--- src/rtl/sl_rx_ctrl_pkg.sv ---
// Shared constants for the SL receiver host controller: status/config bit
// positions, register map, interrupt-enable bits and config FSM states.
package sl_rx_ctrl_pkg;

  localparam int ST_WLC = 0;
  localparam int ST_WRP = 1;
  localparam int ST_WRF = 3;
  localparam int ST_PEF = 4;
  localparam int ST_LEF = 5;

  localparam int CF_PCE = 0;
  localparam int CF_BQL = 1;
  localparam int CF_BQH = 6;

  localparam logic [1:0] ADDR_CFG   = 2'd0;
  localparam logic [1:0] ADDR_DATA  = 2'd1;
  localparam logic [1:0] ADDR_STAT  = 2'd2;
  localparam logic [1:0] ADDR_IRQEN = 2'd3;

  localparam int IE_FIFO = 0;
  localparam int IE_CNT  = 1;
  localparam int IE_OVF  = 2;
  localparam int IE_CFG  = 3;

  typedef enum logic [1:0] {
    CFG_IDLE = 2'd0,
    CFG_REQ  = 2'd1,
    CFG_DONE = 2'd2
  } cfg_state_e;

  // The receiver only supports even bit quantities of at least 8.
  function automatic logic bq_ok(input logic [CF_BQH-CF_BQL:0] bq);
    return (bq >= 6'd8) && !bq[0];
  endfunction

endpackage

--- src/rtl/sl_word_fifo.sv ---
// Small synchronous word FIFO; a push into a full FIFO is accepted when a pop
// happens on the same edge.
module sl_word_fifo #(
  parameter int DEPTH = 4,
  parameter int WIDTH = 32
) (
  input  logic             clk,
  input  logic             rst_n,
  input  logic             push_i,
  input  logic             pop_i,
  input  logic [WIDTH-1:0] wdata_i,
  output logic [WIDTH-1:0] rdata_o,
  output logic             full_o,
  output logic             empty_o,
  output logic [3:0]       count_o
);

  localparam int AW = (DEPTH > 1) ? $clog2(DEPTH) : 1;

  logic [WIDTH-1:0] mem_q [DEPTH];
  logic [AW-1:0]    wr_ptr_q;
  logic [AW-1:0]    rd_ptr_q;
  logic [3:0]       count_q;
  logic             do_push;
  logic             do_pop;

  assign empty_o = (count_q == 4'd0);
  assign full_o  = (count_q == 4'(DEPTH));
  assign do_pop  = pop_i && !empty_o;
  assign do_push = push_i && (!full_o || do_pop);
  assign rdata_o = mem_q[rd_ptr_q];
  assign count_o = count_q;

  always_ff @(posedge clk) begin
    if (do_push) mem_q[wr_ptr_q] <= wdata_i;
  end

  // Power-of-two depth lets the pointers wrap naturally.
  always_ff @(posedge clk or negedge rst_n) begin
    if (!rst_n) begin
      wr_ptr_q <= '0;
      rd_ptr_q <= '0;
      count_q  <= '0;
    end else begin
      if (do_push) wr_ptr_q <= wr_ptr_q + AW'(1);
      if (do_pop)  rd_ptr_q <= rd_ptr_q + AW'(1);
      count_q <= count_q + 4'(do_push) - 4'(do_pop);
    end
  end

endmodule

--- src/rtl/sl_rx_ctrl.sv ---
// Host-side controller for one SL receiver: config handshake, word draining
// into a FIFO, saturating error counters and a level interrupt.
module sl_rx_ctrl
  import sl_rx_ctrl_pkg::*;
#(
  parameter int CONFIG_WIDTH = 16,
  parameter int STATUS_WIDTH = 16,
  parameter int FIFO_DEPTH   = 4,
  parameter int CFG_TIMEOUT  = 255
) (
  input  logic                    clk,
  input  logic                    rst_n,
  input  logic [1:0]              host_addr,
  input  logic                    host_wr,
  input  logic                    host_rd,
  input  logic [31:0]             host_wdata,
  output logic [31:0]             host_rdata,
  output logic                    irq,
  input  logic [STATUS_WIDTH-1:0] rx_status,
  input  logic [31:0]             rx_data,
  input  logic [CONFIG_WIDTH-1:0] rx_config,
  input  logic                    rx_changed,
  output logic [CONFIG_WIDTH-1:0] rx_wr_config,
  output logic                    rx_wr_enable,
  output logic                    rx_word_picked
);

  localparam int TW = $clog2(CFG_TIMEOUT + 1);
  localparam logic [TW-1:0] TMO_LAST = TW'(CFG_TIMEOUT - 1);

  logic cfg_wr, stat_wr, irqen_wr, data_rd;
  assign cfg_wr   = host_wr && (host_addr == ADDR_CFG);
  assign stat_wr  = host_wr && (host_addr == ADDR_STAT);
  assign irqen_wr = host_wr && (host_addr == ADDR_IRQEN);
  assign data_rd  = host_rd && (host_addr == ADDR_DATA);

  logic unused_inputs;
  assign unused_inputs = ^{host_wdata, rx_status, rx_changed};

  // ---------------- config FSM ----------------
  cfg_state_e              state_q;
  logic [CONFIG_WIDTH-1:0] pend_cfg_q;
  logic                    wr_en_q;
  logic [TW-1:0]           tmo_q;
  logic                    cfg_err_q;
  logic                    cfg_done_q;
  logic                    cfg_busy;

  assign cfg_busy     = (state_q != CFG_IDLE);
  assign rx_wr_config = pend_cfg_q;
  assign rx_wr_enable = wr_en_q;

  // A STAT write clears the sticky flags and wins over a same-cycle set.
  always_ff @(posedge clk or negedge rst_n) begin
    if (!rst_n) begin
      state_q    <= CFG_IDLE;
      pend_cfg_q <= '0;
      wr_en_q    <= 1'b0;
      tmo_q      <= '0;
      cfg_err_q  <= 1'b0;
      cfg_done_q <= 1'b0;
    end else begin
      if (stat_wr) begin
        cfg_err_q  <= 1'b0;
        cfg_done_q <= 1'b0;
      end
      case (state_q)
        CFG_IDLE: begin
          if (cfg_wr) begin
            pend_cfg_q <= host_wdata[CONFIG_WIDTH-1:0];
            if (bq_ok(host_wdata[CF_BQH:CF_BQL])) begin
              state_q <= CFG_REQ;
              wr_en_q <= 1'b1;
              tmo_q   <= '0;
            end else begin
              cfg_err_q <= 1'b1;
            end
          end
        end
        CFG_REQ: begin
          // Readback in the first enable cycle still reflects the old config.
          if ((tmo_q != '0) && (rx_config == pend_cfg_q)) begin
            state_q <= CFG_DONE;
            wr_en_q <= 1'b0;
          end else if (tmo_q == TMO_LAST) begin
            state_q <= CFG_IDLE;
            wr_en_q <= 1'b0;
            if (!stat_wr) cfg_err_q <= 1'b1;
          end else begin
            tmo_q <= tmo_q + TW'(1);
          end
        end
        CFG_DONE: begin
          state_q <= CFG_IDLE;
          if (!stat_wr) cfg_done_q <= 1'b1;
        end
        default: state_q <= CFG_IDLE;
      endcase
    end
  end

  // ---------------- word capture ----------------
  logic        wrf_q;
  logic        wrf_rise;
  logic        word_picked_q;
  logic        ovf_q;
  logic        fifo_pop;
  logic        fifo_full;
  logic        fifo_empty;
  logic [31:0] fifo_head;
  logic [3:0]  fifo_count;

  assign wrf_rise       = rx_status[ST_WRF] && !wrf_q;
  assign fifo_pop       = data_rd && !fifo_empty;
  assign rx_word_picked = word_picked_q;

  sl_word_fifo #(
    .DEPTH (FIFO_DEPTH),
    .WIDTH (32)
  ) u_fifo (
    .clk     (clk),
    .rst_n   (rst_n),
    .push_i  (wrf_rise),
    .pop_i   (fifo_pop),
    .wdata_i (rx_data),
    .rdata_o (fifo_head),
    .full_o  (fifo_full),
    .empty_o (fifo_empty),
    .count_o (fifo_count)
  );

  // The word is acknowledged even when it is dropped.
  always_ff @(posedge clk or negedge rst_n) begin
    if (!rst_n) begin
      wrf_q         <= 1'b0;
      word_picked_q <= 1'b0;
      ovf_q         <= 1'b0;
    end else begin
      wrf_q         <= rx_status[ST_WRF];
      word_picked_q <= wrf_rise;
      if (stat_wr)                                    ovf_q <= 1'b0;
      else if (wrf_rise && fifo_full && !fifo_pop)    ovf_q <= 1'b1;
    end
  end

  // ---------------- error counters: 0 len, 1 par, 2 lev ----------------
  logic [2:0]      err_lvl;
  logic [2:0][7:0] err_cnt;

  assign err_lvl = {rx_status[ST_LEF], rx_status[ST_PEF], rx_status[ST_WLC]};

  for (genvar gi = 0; gi < 3; gi++) begin : g_err_cnt
    logic       lvl_q;
    logic [7:0] cnt_q;

    always_ff @(posedge clk or negedge rst_n) begin
      if (!rst_n) begin
        lvl_q <= 1'b0;
        cnt_q <= 8'd0;
      end else begin
        lvl_q <= err_lvl[gi];
        if (stat_wr)
          cnt_q <= 8'd0;
        else if (err_lvl[gi] && !lvl_q && (cnt_q != 8'hFF))
          cnt_q <= cnt_q + 8'd1;
      end
    end

    assign err_cnt[gi] = cnt_q;
  end

  // ---------------- registers, read path, interrupt ----------------
  logic [3:0]  irqen_q;
  logic [31:0] host_rdata_q;
  logic [31:0] rd_mux;
  logic        irq_q;
  logic [3:0]  irq_cause;
  logic        irq_d;

  always_comb begin
    rd_mux = '0;
    case (host_addr)
      ADDR_CFG:   rd_mux = {cfg_busy, cfg_err_q, cfg_done_q, 29'(rx_config)};
      ADDR_DATA:  rd_mux = fifo_empty ? 32'd0 : fifo_head;
      ADDR_STAT:  rd_mux = {err_cnt[2], err_cnt[0], err_cnt[1], ovf_q, 3'b000, fifo_count};
      ADDR_IRQEN: rd_mux = {28'd0, irqen_q};
      default:    rd_mux = '0;
    endcase
  end

  always_comb begin
    irq_cause          = '0;
    irq_cause[IE_FIFO] = !fifo_empty;
    irq_cause[IE_CNT]  = |err_cnt;
    irq_cause[IE_OVF]  = ovf_q;
    irq_cause[IE_CFG]  = cfg_done_q || cfg_err_q;
  end

  assign irq_d      = |(irq_cause & irqen_q);
  assign irq        = irq_q;
  assign host_rdata = host_rdata_q;

  always_ff @(posedge clk or negedge rst_n) begin
    if (!rst_n) begin
      irqen_q      <= 4'd0;
      host_rdata_q <= 32'd0;
      irq_q        <= 1'b0;
    end else begin
      if (irqen_wr) irqen_q <= host_wdata[3:0];
      if (host_rd)  host_rdata_q <= rd_mux;
      irq_q <= irq_d;
    end
  end

endmodule

--- config.mk ---
export PLATFORM = sky130hd
export DESIGN_NAME = sl_rx_ctrl
export DESIGN_NICKNAME = d
export VERILOG_FILES = /design/src/rtl/sl_rx_ctrl_pkg.sv /design/src/rtl/sl_word_fifo.sv /design/src/rtl/sl_rx_ctrl.sv
export SDC_FILE = /design/constraint.sdc
export NUM_CORES = 1
export LEC_CHECK = 0
export BUFFER_PORTS_ARGS = -buffer_cell sky130_fd_sc_hd__clkbuf_2
export CORE_MARGIN = 2
export CORE_UTILIZATION = 45
export DETAILED_ROUTE_END_ITERATION = 8
export PLACE_DENSITY = 0.76
export SYNTH_ARGS = -nofsm -noshare
export SYNTH_HDL_FRONTEND = slang
export SYNTH_SLANG_ARGS = --single-unit
--- constraint.sdc ---
create_clock -name clk -period 3.9 [get_ports clk]
set_input_delay 0 -clock clk [delete_from_list [all_inputs] [get_ports clk]]
set_output_delay 0 -clock clk [all_outputs]
set_load 0.05 [all_outputs]
# Yosys cells after proc, flatten, opt, wreduce, memory -nomap -nowiden
# Memories as Yosys holds them, arrays and structs flattened.
# Cells that the tools add are included.
# word_totals
register_bits	104
ramBits	128
output_inout_bits	51
memories	1
# memory_table
name	words	width	rd	rd_ports_with_merged_regs	write_ports	line	source
u_fifo.mem_q	4	32	1	0	1	sl_word_fifo.sv:20	logic [WIDTH-1:0] mem_q [DEPTH];
# classes
add_sub_neg	8
n_lt_le_gt_ge	1
n_eq_ne	16
muxes	37
n_bitwise	1
reduce_logical	44
# op_table
op	count
one-hot mux 32 bit (4 select lines)	1
two-way mux 8 bit	10
adder 8 x 1 -> 8 bit, second input constant	4
two-way mux 32 bit	1
!= test 8 bit, second input constant	3
OR reduction 24 bit	1
logical AND 1 bit	18
two-way mux 1 bit	17
equality test 16 bit	1
one-hot mux 8 bit (2 select lines)	1
nonzero test 2 bit	6
equality test 8 bit, second input constant	1
zero test 1 bit	8
two-way mux 2 bit	4
!= test 2 bit, second input constant	4
nonzero test 8 bit	1
equality test 2 bit, second input constant	3
greater-or-equal comparator 6 x 4 -> 1 bit, second input constant	1
AND reduction 5 bit	1
adder 2 x 1 -> 2 bit, second input constant	2
adder 4 x 1 -> 4 bit	1
bitwise AND 4 bit	1
equality test 2 x 1 -> 1 bit, second input constant	2
equality test 4 x 3 -> 1 bit, second input constant	1
other kinds (11)	14

# Longest topological paths before layout
# Gate-level depths: netlist (run 1).
# logic_depth
ltp_word	8
mapped_depth	12

# Hierarchy
# From an unflattened synthesis (run 1), not the netlist that was laid out.
# unflattened
cells_unflattened	687
area_unflattened_um2	9997.1
# by_module_without_submodules
module	instances	cells_each	area_each_um2
sl_word_fifo	1	213	5187.5
sl_rx_ctrl	1	474	4809.6

# Worst setup path before layout (run 1)
# OpenSTA, ideal clock, no wires.
# synth_timing
path_kind	flip-flop to flip-flop
from	reg u_fifo.count_q[2], in the netlist u_fifo.count_o[2]
to	mem u_fifo.mem_q[0][0], enable pin
setup_ns	0.392
arrival_time_ns	2.313
t_required_ns	3.508
setup_slack_ns	1.195
stages_incl_launch_ff	8
n_path_buf	0
cell_sequence	dfrtp_1 -> inv_1 -> ha_1 -> a21oi_4 -> and2_4 -> nand2_4 -> a311oi_4 -> and2_1
# synth_via
elab_chain_len	8
# synth_lines
element	line	source
from (decl)	sl_word_fifo.sv:23	logic [3:0] count_q;
from (signal assigned)	sl_word_fifo.sv:47	count_q <= count_q + 4'(do_push) - 4'(do_pop);
zero test 4 bit	sl_word_fifo.sv:27	assign empty_o = (count_q == 4'd0);
zero test 1 bit	sl_word_fifo.sv:29, sl_rx_ctrl.sv:114	
logical AND 1 bit	sl_rx_ctrl.sv:114	assign fifo_pop = data_rd && !fifo_empty;
logical AND 1 bit	sl_word_fifo.sv:29	assign do_pop = pop_i && !empty_o;
logical OR 1 bit *	sl_word_fifo.sv:30	assign do_push = push_i && (!full_o || do_pop);
logical AND 1 bit *	sl_word_fifo.sv:30	
two-way mux 1 bit *	sl_word_fifo.sv:35	if (do_push) mem_q[wr_ptr_q] <= wdata_i;
two-way mux 1 bit (not written as such) *	sl_word_fifo.sv:35	
to (decl)	sl_word_fifo.sv:20	
# Every way passes the cells marked *; elsewhere a longest branch is shown, timed or not.

# Final worst setup path (run 1)
# layout_timing
from	reg u_fifo.count_q[2], in the netlist u_fifo.count_o[2]
to	mem u_fifo.mem_q[1][23], enable pin
# Same word-level chain as after synthesis.

==> summary.txt, run 1 <==
GRT
  – First-pass GRT wire length: roughly 36000 µm
  – Grt total ovfl: 0
  – Antenna violations before repair: 0
  – Vias in the first global route: ~6500
  – Largest net degree at the start of global routing: 68
  – Overall global routing resource usage: 19.2%

Clock tree
  – CTS resizes: 0
  – TritonCTS buffer count: 24
  – Clk sink count: between 200 and 250
  – Htree depth: 1
  – Bufs on Longest Clock Path: 3
  – Clk slew on worst S/H paths: about 0.06 ns
  – TritonCTS clock tree: done
  – Worst-Skew Late Latency: roughly 0.51 ns
  – Root Buffer: clkbuf_16
  – Post-CTS Hold Buffers: between 50 and 60
  – # Post-CTS Setup Buffers: 0

Power
  – Pleak: 5.08 nW
  – Pwr Density: between 600 and 700 nW/µm²
  – Peak supply drop: 287 µV

Layout
  – Antenna diode count: 0
  – Share of layout cells above drive strength 1: about 27%
  – P&R area growth vs syn: 23.6%
  – Final Net Count: between 900 and 1000
  – Core Util, Final: 56.4%

Synthesis
  – Synthesized area: a little under 10000 µm²
  – Synth top cells by count: 128 x edfxtp_1, 104 x dfrtp_1, 75 x nor2_1, 50 x a21oi_1, 32 x mux4_2
  – Most numerous cell in the Yosys netlist: edfxtp_1
  – Yosys reg bits: between 200 and 250
  – Avg Synthesized Cell Area: approximately 15 µm²
  – Synth top area share: between 30% and 40%
  – Distinct cell type count after synthesis: 53
  – Post-synth EDFFs: between 100 and 150
  – Yosys warns: 0
  – Syn nets: between 800 and 900
  – Top_reg_cell synth: edfxtp_1
  – Sequential share of the synthesized area: 64.9%
  – Dominant cells by area after synthesis: edfxtp_1 39%, dfrtp_1 26%, mux4_2 7.3%
  – Largest area contributor in the netlist: edfxtp_1
  – Post-Synthesis Cells: 683
  – Synth async-reset ratio: between 40 and 50%

Routing
  – WL per Instance: approximately 19 µm
  – Via density: roughly 5.4
  – Drt total wl: around 22000 µm
  – Routed Antenna Nets: 0
  – Initial DRC count: 389
  – DRC errors left: 0
  – Drt pass-1 iters: 5
  – Vias: around 6300

Timing
  – Final Max Slew Viols: 0
  – Worst-margin pin slew: between 1 and 1.5 ns
  – Final Hold Viols: 0
  – Final Skew: 0.00843 ns
  – Min cycle time layout: 2.93 ns
  – FMAX: 341 MHz
  – Unrepaired setup endpoints after global routing: no
  – Final Cycle Share: roughly three quarters
  – Setup Viol. Count Final: 0
  – Setup TNS: 0 ns
  – Slew HR: between 20 and 30%

Placed design
  – Port Buf Inserts: 124
  – HPWL Detailed: about 15000 µm
  – Routability cong.: 0.877

Setup path
  – Worst Setup End Kind: register
  – Worst EP arrival: between 3 and 4 ns
  – CP required: ~4 ns
  – CP Launch Point: u_fifo.count_o[2]
  – Worst setup SP type: register
  – Crit-path max FO: 29
  – Crit Path Category: register to register
  – Slowest stage cell, crit path: a311oi_4
  – CP top delay family: simple AND/OR/NAND/NOR gates
  – Slowest stage delay, CP: 0.48 ns
  – CP bufs+invs: 2
  – RR Startpoint: u_fifo.count_o[2]
  – Crit-path cells: inv_1, ha_1, a21oi_4, and2_4, nand2_4, a311oi_4, and2_1, buf_12

Floorplanning
  – Core Area: between 20000 and 25000 µm²
  – Die area: 23300 µm²
  – Die X: ~150 µm
  – Total I/O pin count: 154
  – Cell Rows: 54
  – Chip height: between 150 and 200 µm
  – Starting density of the core: a little under half

Run
  – Maximum capacitance violations: 0

Run status
  – Status: finished, final reports clean

Hold path
  – Worst min-delay path class: primary input to register
  – HP Start: rx_config[10]
final cells by class:
class | instances | area, µm²
multi-input combinational | 399 | 3260
fill | 1751 | 9480
timing repair buffer | 194 | 1310
clock inverter | 17 | 193
inverter | 23 | 86.3
tap | 280 | 350
clock buffer | 27 | 633
sequential | 232 | 6450
kinds of logic after synthesis:
kind of cell | synth area share, %
simple gates | 8.64
compound gates | 6.45
xor+xnor | 3.53
fa+ha+maj | 2.59
buf+inv | 2.28
flops | 64.9
mux | 11.6
worst paths after layout:
| kind | endpoint | slack (ns) | cells after the start |
|---|---|---|---|
| setup / recovery | u_fifo.mem_q[1][23] | 0.97 | 8 |
| hold / removal | host_rdata[10] | 0.04 | 5 |
| setup reg to reg | u_fifo.mem_q[1][23] | 0.97 | 8 |
| hold reg to reg | rx_wr_enable | 0.52 | 2 |
| max in group asynchronous | host_rdata[30] | 2.77 | 3 |
| min in group asynchronous | rx_wr_config[2] | 0.14 | 2 |
placed cells by master, fill, tap and decap left out, types with 5 or more instances in the layout:
| cell | Yosys | final |
|---|---|---|
| mux2i_1 | 14 | 14 |
| nor4_1 | 7 | 7 |
| ha_1 | 19 | 19 |
| mux4_2 | 32 | 32 |
| clkbuf_16 | 0 | 25 |
| nand4_1 | 10 | 10 |
| inv_1 | 22 | 22 |
| a22oi_1 | 21 | 21 |
| nand2_1 | 19 | 19 |
| xor2_1 | 31 | 31 |
| nor2_1 | 75 | 75 |
| xnor2_1 | 9 | 9 |
| dfrtp_1 | 104 | 103 |
| nand3_1 | 15 | 15 |
| o21ai_0 | 5 | 5 |
| clkinv_2 | 0 | 6 |
| buf_4 | 3 | 12 |
| dlygate4sd3_1 | 0 | 58 |
| and2_1 | 7 | 7 |
| and3_1 | 10 | 10 |
| a21oi_1 | 50 | 50 |
| clkbuf_2 | 0 | 123 |
| edfxtp_1 | 128 | 128 |
| mux2_2 | 25 | 25 |
| nor2b_1 | 6 | 6 |
state kept, by name (all words and copies together), names as in the netlist:
signal / count
rx_wr_config: 16
u_fifo.rd_ptr_q: 2
tmo_q: 8
irq: 1
wrf_q: 1
host_rdata: 32
cfg_done_q: 1
irqen_q: 4
u_fifo.count_o: 4
cfg_err_q: 1
u_fifo.wr_ptr_q: 2
ovf_q: 1
g_err_cnt.lvl_q: 3
g_err_cnt.cnt_q: 24
u_fifo.mem_q: 128
state_q: 2
rx_word_picked: 1
rx_wr_enable: 1
metal layers:
layer	vias up	share of wire, %	GRT usage, %
li1	2924	-	-
met1	3162	45	27.9
met2	172	47	30.7
met3	31	5.7	3.04
met4	0	1.9	4.45
met5	-	0	0
power by group:
part / switching [mW] / internal (mW) / leakage, nW
registers: 0.365 / 2.96 / 2.48
clock network: 0.938 / 1.43 / 0.400
logic: 1.01 / 0.794 / 2.21
total: 2.32 / 5.18 / 5.08
worst register-to-register path, delay by kind of cell, from the launching register on:
kind            cells  cell delay, ns
compound gates      2            0.68
fa+ha+maj           1            0.24
buf+inv             2            0.32
flops               1            0.37
simple gates        3            0.99
metrics by stage:
step	hold WS [ns]	power (mW)	cell area, µm²	setup WS, ns	instances
3_5_place_dp	0.124	5.13	10900	0.936	1070
5_1_grt	0.0669	7.85	12300	0.746	1172
6_report	0.0386	7.50	12300	0.971	1172
2_1_floorplan	-0.296	4.55	9940	1.19	683
3_3_place_gp	0.120	5.07	10900	0.993	1070
4_1_cts	0.00879	7.56	12300	0.918	1172
Note: power is estimated with default switching activity, not from simulation.
==> inputs of run 2 (changes only) <==
==> constraint.sdc (replaced) <==
create_clock -name clk -period 2.95 [get_ports clk]
set_input_delay 0 -clock clk [delete_from_list [all_inputs] [get_ports clk]]
set_output_delay 0 -clock clk [all_outputs]
set_load 0.05 [all_outputs]
==> summary.txt, run 2 (synthesized netlist as in run 1, its figures left out) <==
Clock tree
  – Htree depth: 1
  – Bufs on Longest Clock Path: 3
  – Root Buffer: clkbuf_16
  – Worst-Skew Late Latency: about 0.5 ns
  – TritonCTS clock tree: done
  – Clk slew on worst S/H paths: about 0.060 ns
  – TritonCTS buffer count: 24
  – Clk sink count: ~230
  – Post-CTS Hold Buffers: a little under 60
  – # Post-CTS Setup Buffers: 0
  – CTS resizes: 0

Floorplanning
  – Cell Rows: 54
  – Core Area: between 20000 and 25000 µm²
  – Total I/O pin count: between 150 and 200
  – Chip height: around 150 µm
  – Starting density of the core: a little under half
  – Die X: roughly 150 µm
  – Die area: between 20000 and 25000 µm²

Routing
  – Drt pass-1 iters: 4
  – Routed Antenna Nets: 0
  – WL per Instance: roughly 19 µm
  – Drt total wl: between 20000 and 25000 µm
  – DRC errors left: 0
  – Initial DRC count: roughly 500
  – Via density: roughly 5.3
  – Vias: between 6000 and 7000

Setup path
  – R2r worst-path depth: 8
  – CP required: ~3.1 ns
  – RR Startpoint: u_fifo.count_o[2]
  – Slowest stage delay, CP: roughly 0.48 ns
  – CP Launch Point: u_fifo.count_o[2]
  – Crit-path cells: inv_1, ha_1, a21oi_4, and2_4, nand2_4, a311oi_4, and2_1, buf_4
  – Worst setup SP type: register
  – Crit Path Category: register to register
  – Slowest stage cell, crit path: a311oi_4
  – Worst Setup End Kind: register
  – Worst EP arrival: approximately 2.7 ns
  – Crit-path max FO: 20

Layout
  – Multi-input gate area: 3260 µm²
  – Core Util, Final: 56.8%
  – Antenna diode count: 0
  – Most flops, register: u_fifo.mem_q
  – Finished Layout Cells: ~1200
  – Most frequent cells in the layout: 128 x edfxtp_1, 123 x clkbuf_2, 103 x dfrtp_1
  – Area occupied by registers: 6450 µm²
  – Fill cell count: 1700
  – Final Net Count: ~1000
  – Largest register FFs: between 100 and 150
  – Share of layout cells above drive strength 1: a little over a quarter
  – Commonest non-fill, non-tap cell in the layout: edfxtp_1
  – P&R area growth vs syn: 24.4%

GRT
  – Grt met2 use: 30.1%
  – GR Util met3: 3.56%
  – Vias in the first global route: ~6400
  – GRT Max-Usage Layer: met2
  – Largest net degree at the start of global routing: between 60 and 70
  – First-pass GRT wire length: 34700 µm
  – Grt total ovfl: 0
  – Met1 Track Usage GR: 26.4%
  – Overall global routing resource usage: between 10% and 20%
  – Antenna violations before repair: 0

Placed design
  – Number of instances in the placed design: between 1000 and 1500
  – Port Buf Inserts: ~120
  – Place WS: approximately 0.48 ns
  – Routability cong.: 0.868
  – HPWL Detailed: between 15000 and 20000 µm

Timing
  – Unrepaired setup endpoints after global routing: no
  – Setup TNS: 0 ns
  – Final Cycle Share: 84.6%
  – Setup Viol. Count Final: 0
  – Slew HR: between 40% and 50%
  – Final Max Slew Viols: 0
  – Min cycle time layout: between 2 and 2.5 ns
  – Hold WS: around 0.033 ns
  – Final WS setup: approximately 0.46 ns
  – FMAX: 401 MHz
  – Worst-margin pin slew: a little under 0.8 ns
  – Final Hold Viols: 0
  – Final Skew: about 0.019 ns

Hold path
  – Worst min-delay path class: primary input to register
  – HP Start: rx_config[11]
  – Hold Path Depth: 5

Power
  – Switching power: 3.00 mW
  – Sw Ratio: between 30 and 40%
  – Comb pwr share: about a quarter
  – Power Internal: about 7 mW
  – Sequential Power Share: a little over two fifths
  – Pwr Density: a little over 800 nW/µm²
  – Clock share of power: 32.1%
  – Peak supply drop: roughly 490 µV
  – Pleak: between 5 and 6 nW

Run
  – Maximum capacitance violations: 0

Run status
  – Status: finished, final reports clean
run 2: changes by cell type in the layout (fill, tap and decap cells not counted), sizes merged:
cell | previous run | this run
clkbuf | 150 | 156
buf | 13 | 18
clkinv | 10 | 5
clkinvlp | 3 | 1
bufinv | 4 | 5
dlygate4sd3 | 58 | 59
run 2: final timing paths:
| kind | slack [ns] | end |
|---|---|---|
| worst max-delay path | 0.46 | u_fifo.mem_q[3][27] |
| worst max register to register | 0.46 | u_fifo.mem_q[3][27] |
| max in group asynchronous | 2.00 | g_err_cnt[0].cnt_q[7] |
| min in group asynchronous | 0.05 | rx_wr_config[6] |
| worst min register to register | 0.52 | rx_wr_enable |
| worst min-delay path | 0.03 | host_rdata[11] |
run 2: power by group through the flow:
stage               clock network, mW  registers, mW  logic [mW]
finish                           3.20           4.25        2.53
global route                     3.38           4.31        2.74
CTS                              3.26           4.25        2.56
detailed placement                  0           4.31        2.47
global placement                    0           4.29        2.43
floorplan                           0           4.54        1.48
run 2: critical path: cells and delay by family, from the launching register on:
family	cells	cell delay, ns
AOI/OAI and AO/OA	2	0.68
DFF	1	0.37
buffers and inverters	2	0.37
adders and majority gates	1	0.24
and+or+nand+nor	3	0.48
run 2: final cells by class:
cell class                      count  share of cell area (%)
Inverter                           23                   0.699
Tap cell                          280                    2.83
Sequential cell                   232                    52.2
Timing Repair Buffer              200                    11.1
Clock inverter                     11                    1.53
Multi-Input combinational cell    399                    26.4
Clock buffer                       33                    5.30
run 2: stage by stage:
| step | power [mW] | area (µm²) |
|---|---|---|
| 6_report | 9.97 | 12400 |
| 5_1_grt | 10.4 | 12400 |
| 4_1_cts | 10.1 | 12400 |
| 3_5_place_dp | 6.78 | 10900 |
| 3_3_place_gp | 6.72 | 10900 |
| 2_1_floorplan | 6.02 | 9940 |
run 2: layer usage:
metal / part of all wire [%] / up-vias / wire [µm]
met2: 48 / 182 / 10600
li1: - / 2952 / -
met1: 45 / 3112 / 9920
met3: 5.2 / 35 / 1150
met5: 0 / - / 0
met4: 2.4 / 0 / 528
==> inputs of run 3 (changes only) <==
--- a/config.mk
+++ b/config.mk
@@ -9,7 +9,7 @@
 export CORE_MARGIN = 2
 export CORE_UTILIZATION = 45
 export DETAILED_ROUTE_END_ITERATION = 8
-export PLACE_DENSITY = 0.76
+export PLACE_DENSITY = 0.78
 export SYNTH_ARGS = -nofsm -noshare
 export SYNTH_HDL_FRONTEND = slang
 export SYNTH_SLANG_ARGS = --single-unit
==> constraint.sdc (replaced) <==
create_clock -name clk -period 2.21 [get_ports clk]
set_input_delay 0 -clock clk [delete_from_list [all_inputs] [get_ports clk]]
set_output_delay 0 -clock clk [all_outputs]
set_load 0.05 [all_outputs]
==> summary.txt, run 3 (synthesized netlist as in run 1, its figures left out) <==
Run status
  – Status: finished, final reports clean

Setup path
  – R2r worst-path depth: 8
  – CP required: between 2 and 3 ns
  – Crit-path max FO: 6
  – Slowest stage cell, crit path: a311oi_4
  – Slowest stage delay, CP: ~0.42 ns
  – RR Startpoint: u_fifo.count_o[2]
  – R2R setup slack: 0.04 ns
  – Worst EP arrival: 2.55 ns
  – Crit Path Category: register to register
  – Worst setup SP type: register
  – Worst Setup End Kind: register
  – CP top delay family: adder cells
  – CP bufs+invs: 1
  – Crit-path cells: inv_2, ha_4, a21oi_4, and2_4, nand2_4, a311oi_4, ha_2, fa_1
  – Reg-to-reg endpoint: u_fifo.count_o[1]

Timing
  – Final WS setup: ~0.044 ns
  – Hold WS: ~0.020 ns
  – Slew HR: between 50% and 60%
  – Unrepaired setup endpoints after global routing: yes
  – Final Hold Viols: 0
  – FMAX: ~460 MHz
  – Setup TNS: 0 ns
  – Setup Viol. Count Final: 0
  – Final Cycle Share: a little over nine tenths
  – Min cycle time layout: around 2.2 ns
  – Final Skew: between 0.02 and 0.025 ns
  – Worst-margin pin slew: ~0.71 ns
  – Final Max Slew Viols: 0

GRT
  – First-pass GRT wire length: ~36000 µm
  – Overall global routing resource usage: 19.7%
  – Vias in the first global route: roughly 6700
  – Largest net degree at the start of global routing: a little over 60
  – Antenna violations before repair: 1
  – Grt total ovfl: 0

Floorplanning
  – Core Area: approximately 22000 µm²
  – Die X: ~150 µm
  – Die area: roughly 23000 µm²
  – Starting density of the core: 45.7%
  – Cell Rows: 54
  – Chip height: about 150 µm
  – Total I/O pin count: approximately 150

Hold path
  – HP Start: rx_config[14]
  – WHS Endpoint: host_rdata[14]
  – Hold Path Depth: 5
  – Worst min-delay path class: primary input to register

Clock tree
  – TritonCTS buffer count: 24
  – Root Buffer: clkbuf_16
  – TritonCTS clock tree: done
  – Clk slew on worst S/H paths: about 0.06 ns
  – Bufs on Longest Clock Path: 3
  – Worst-Skew Late Latency: 0.52 ns
  – Clk sink count: 232
  – Htree depth: 1

Layout
  – Most flops, register: u_fifo.mem_q
  – P&R area growth vs syn: 25.3%
  – Fill cell count: around 1700
  – Core Util, Final: 57.2%
  – Most frequent cells in the layout: 128 x edfxtp_1, 123 x clkbuf_2, 103 x dfrtp_1
  – Commonest non-fill, non-tap cell in the layout: edfxtp_1
  – Largest register FFs: roughly 130
  – Share of layout cells above drive strength 1: between 20% and 30%
  – Final Net Count: about 1000

Power
  – Pwr Density: 1050 nW/µm²
  – Peak supply drop: between 500 and 600 µV
  – Total power: 13.0 mW
  – Pleak: roughly 5.2 nW

Routing
  – Max layer used: met4
  – Vias: 6470
  – Metal3 WL: 1340 µm
  – Drt total wl: approximately 23000 µm
  – Drt pass-1 iters: 5
  – WL per Instance: roughly 19 µm
  – Met2 WL: 11400 µm
  – Routed Antenna Nets: 0
  – M1 WL: between 9000 and 10000 µm
  – Via density: around 5.4
  – DRC errors left: 0
  – Initial DRC count: between 400 and 500

Placed design
  – Port Buf Inserts: between 100 and 150
  – Routability cong.: between 0.8 and 0.9
  – Place WS: -0.0212 ns
  – HPWL Detailed: between 15000 and 20000 µm

Run
  – Maximum capacitance violations: 0
run 3: cell types whose count changed in the layout (fill, tap and decap cells not counted), moves of 2 or more:
cell / delta
and2_1: -4
clkbuf_8: +2
inv_1: -3
bufinv_16: -5
buf_4: +10
ha_1: -2
clkinv_4: +2
and2_2: +4
clkinvlp_4: +2
buf_12: +5
inv_2: +3
run 3: stage by stage:
step | std cells | instance area, µm²
CTS | 1190 | 12400
global placement | 1087 | 11100
finish | 1194 | 12500
global route | 1194 | 12500
detailed placement | 1087 | 11100
floorplan | 683 | 9940
run 3: tightest hold or removal path, cell delays in order:
cell      delay [ns]
clkbuf_2        0.12
mux2i_1         0.07
nor2_1          0.09
a21oi_1         0.05
a21oi_1         0.14
run 3: layout make-up:
cell class	count	area, µm²	area share [%]
diodes	1	2.50	0.0201
clock buffers	33	654	5.25
clock inverters	10	72.6	0.583
inverters	23	86.3	0.693
multi-input cells	399	3290	26.4
flip-flops and latches	232	6450	51.8
well taps	280	350	2.81
repair buffers	216	1550	12.5
run 3: layer usage:
metal | track usage, % | vias up
met5 | 0 | -
met4 | 7.32 | 0
met3 | 3.04 | 58
met2 | 33.3 | 238
met1 | 25.9 | 3202
li1 | - | 2972
run 3: power by group:
| group | switching [mW] | internal (mW) | total (mW) |
|---|---|---|---|
| clock | 1.62 | 2.08 | 3.70 |
| sequential | 0.502 | 5.22 | 5.72 |
| combinational | 2.01 | 1.59 | 3.60 |
| total | 4.14 | 8.89 | 13.0 |
run 3: how the worst max path moves through the flow:
stage	slack [ns]	to	cells after the start	from
detailed placement	-0.02	u_fifo.mem_q[0][19]	8	u_fifo.count_o[2]
global route	-0.04	u_fifo.count_o[1]	8	u_fifo.count_o[3]
floorplan	-0.17	u_fifo.mem_q[0][0]	7	u_fifo.count_o[2]
global placement	0.04	u_fifo.count_o[1]	8	u_fifo.count_o[2]
finish	0.04	u_fifo.count_o[1]	8	u_fifo.count_o[2]
CTS	0.03	u_fifo.count_o[1]	8	u_fifo.count_o[2]
run 3: what timing repair did:
action                                  CTS  global route
endpoints found under the setup margin   90           112
resized for setup                         2             5
endpoints found under the hold margin   215             0
pin swaps                                 2             6
setup buffers                             0             3
hold buffers                             60             0
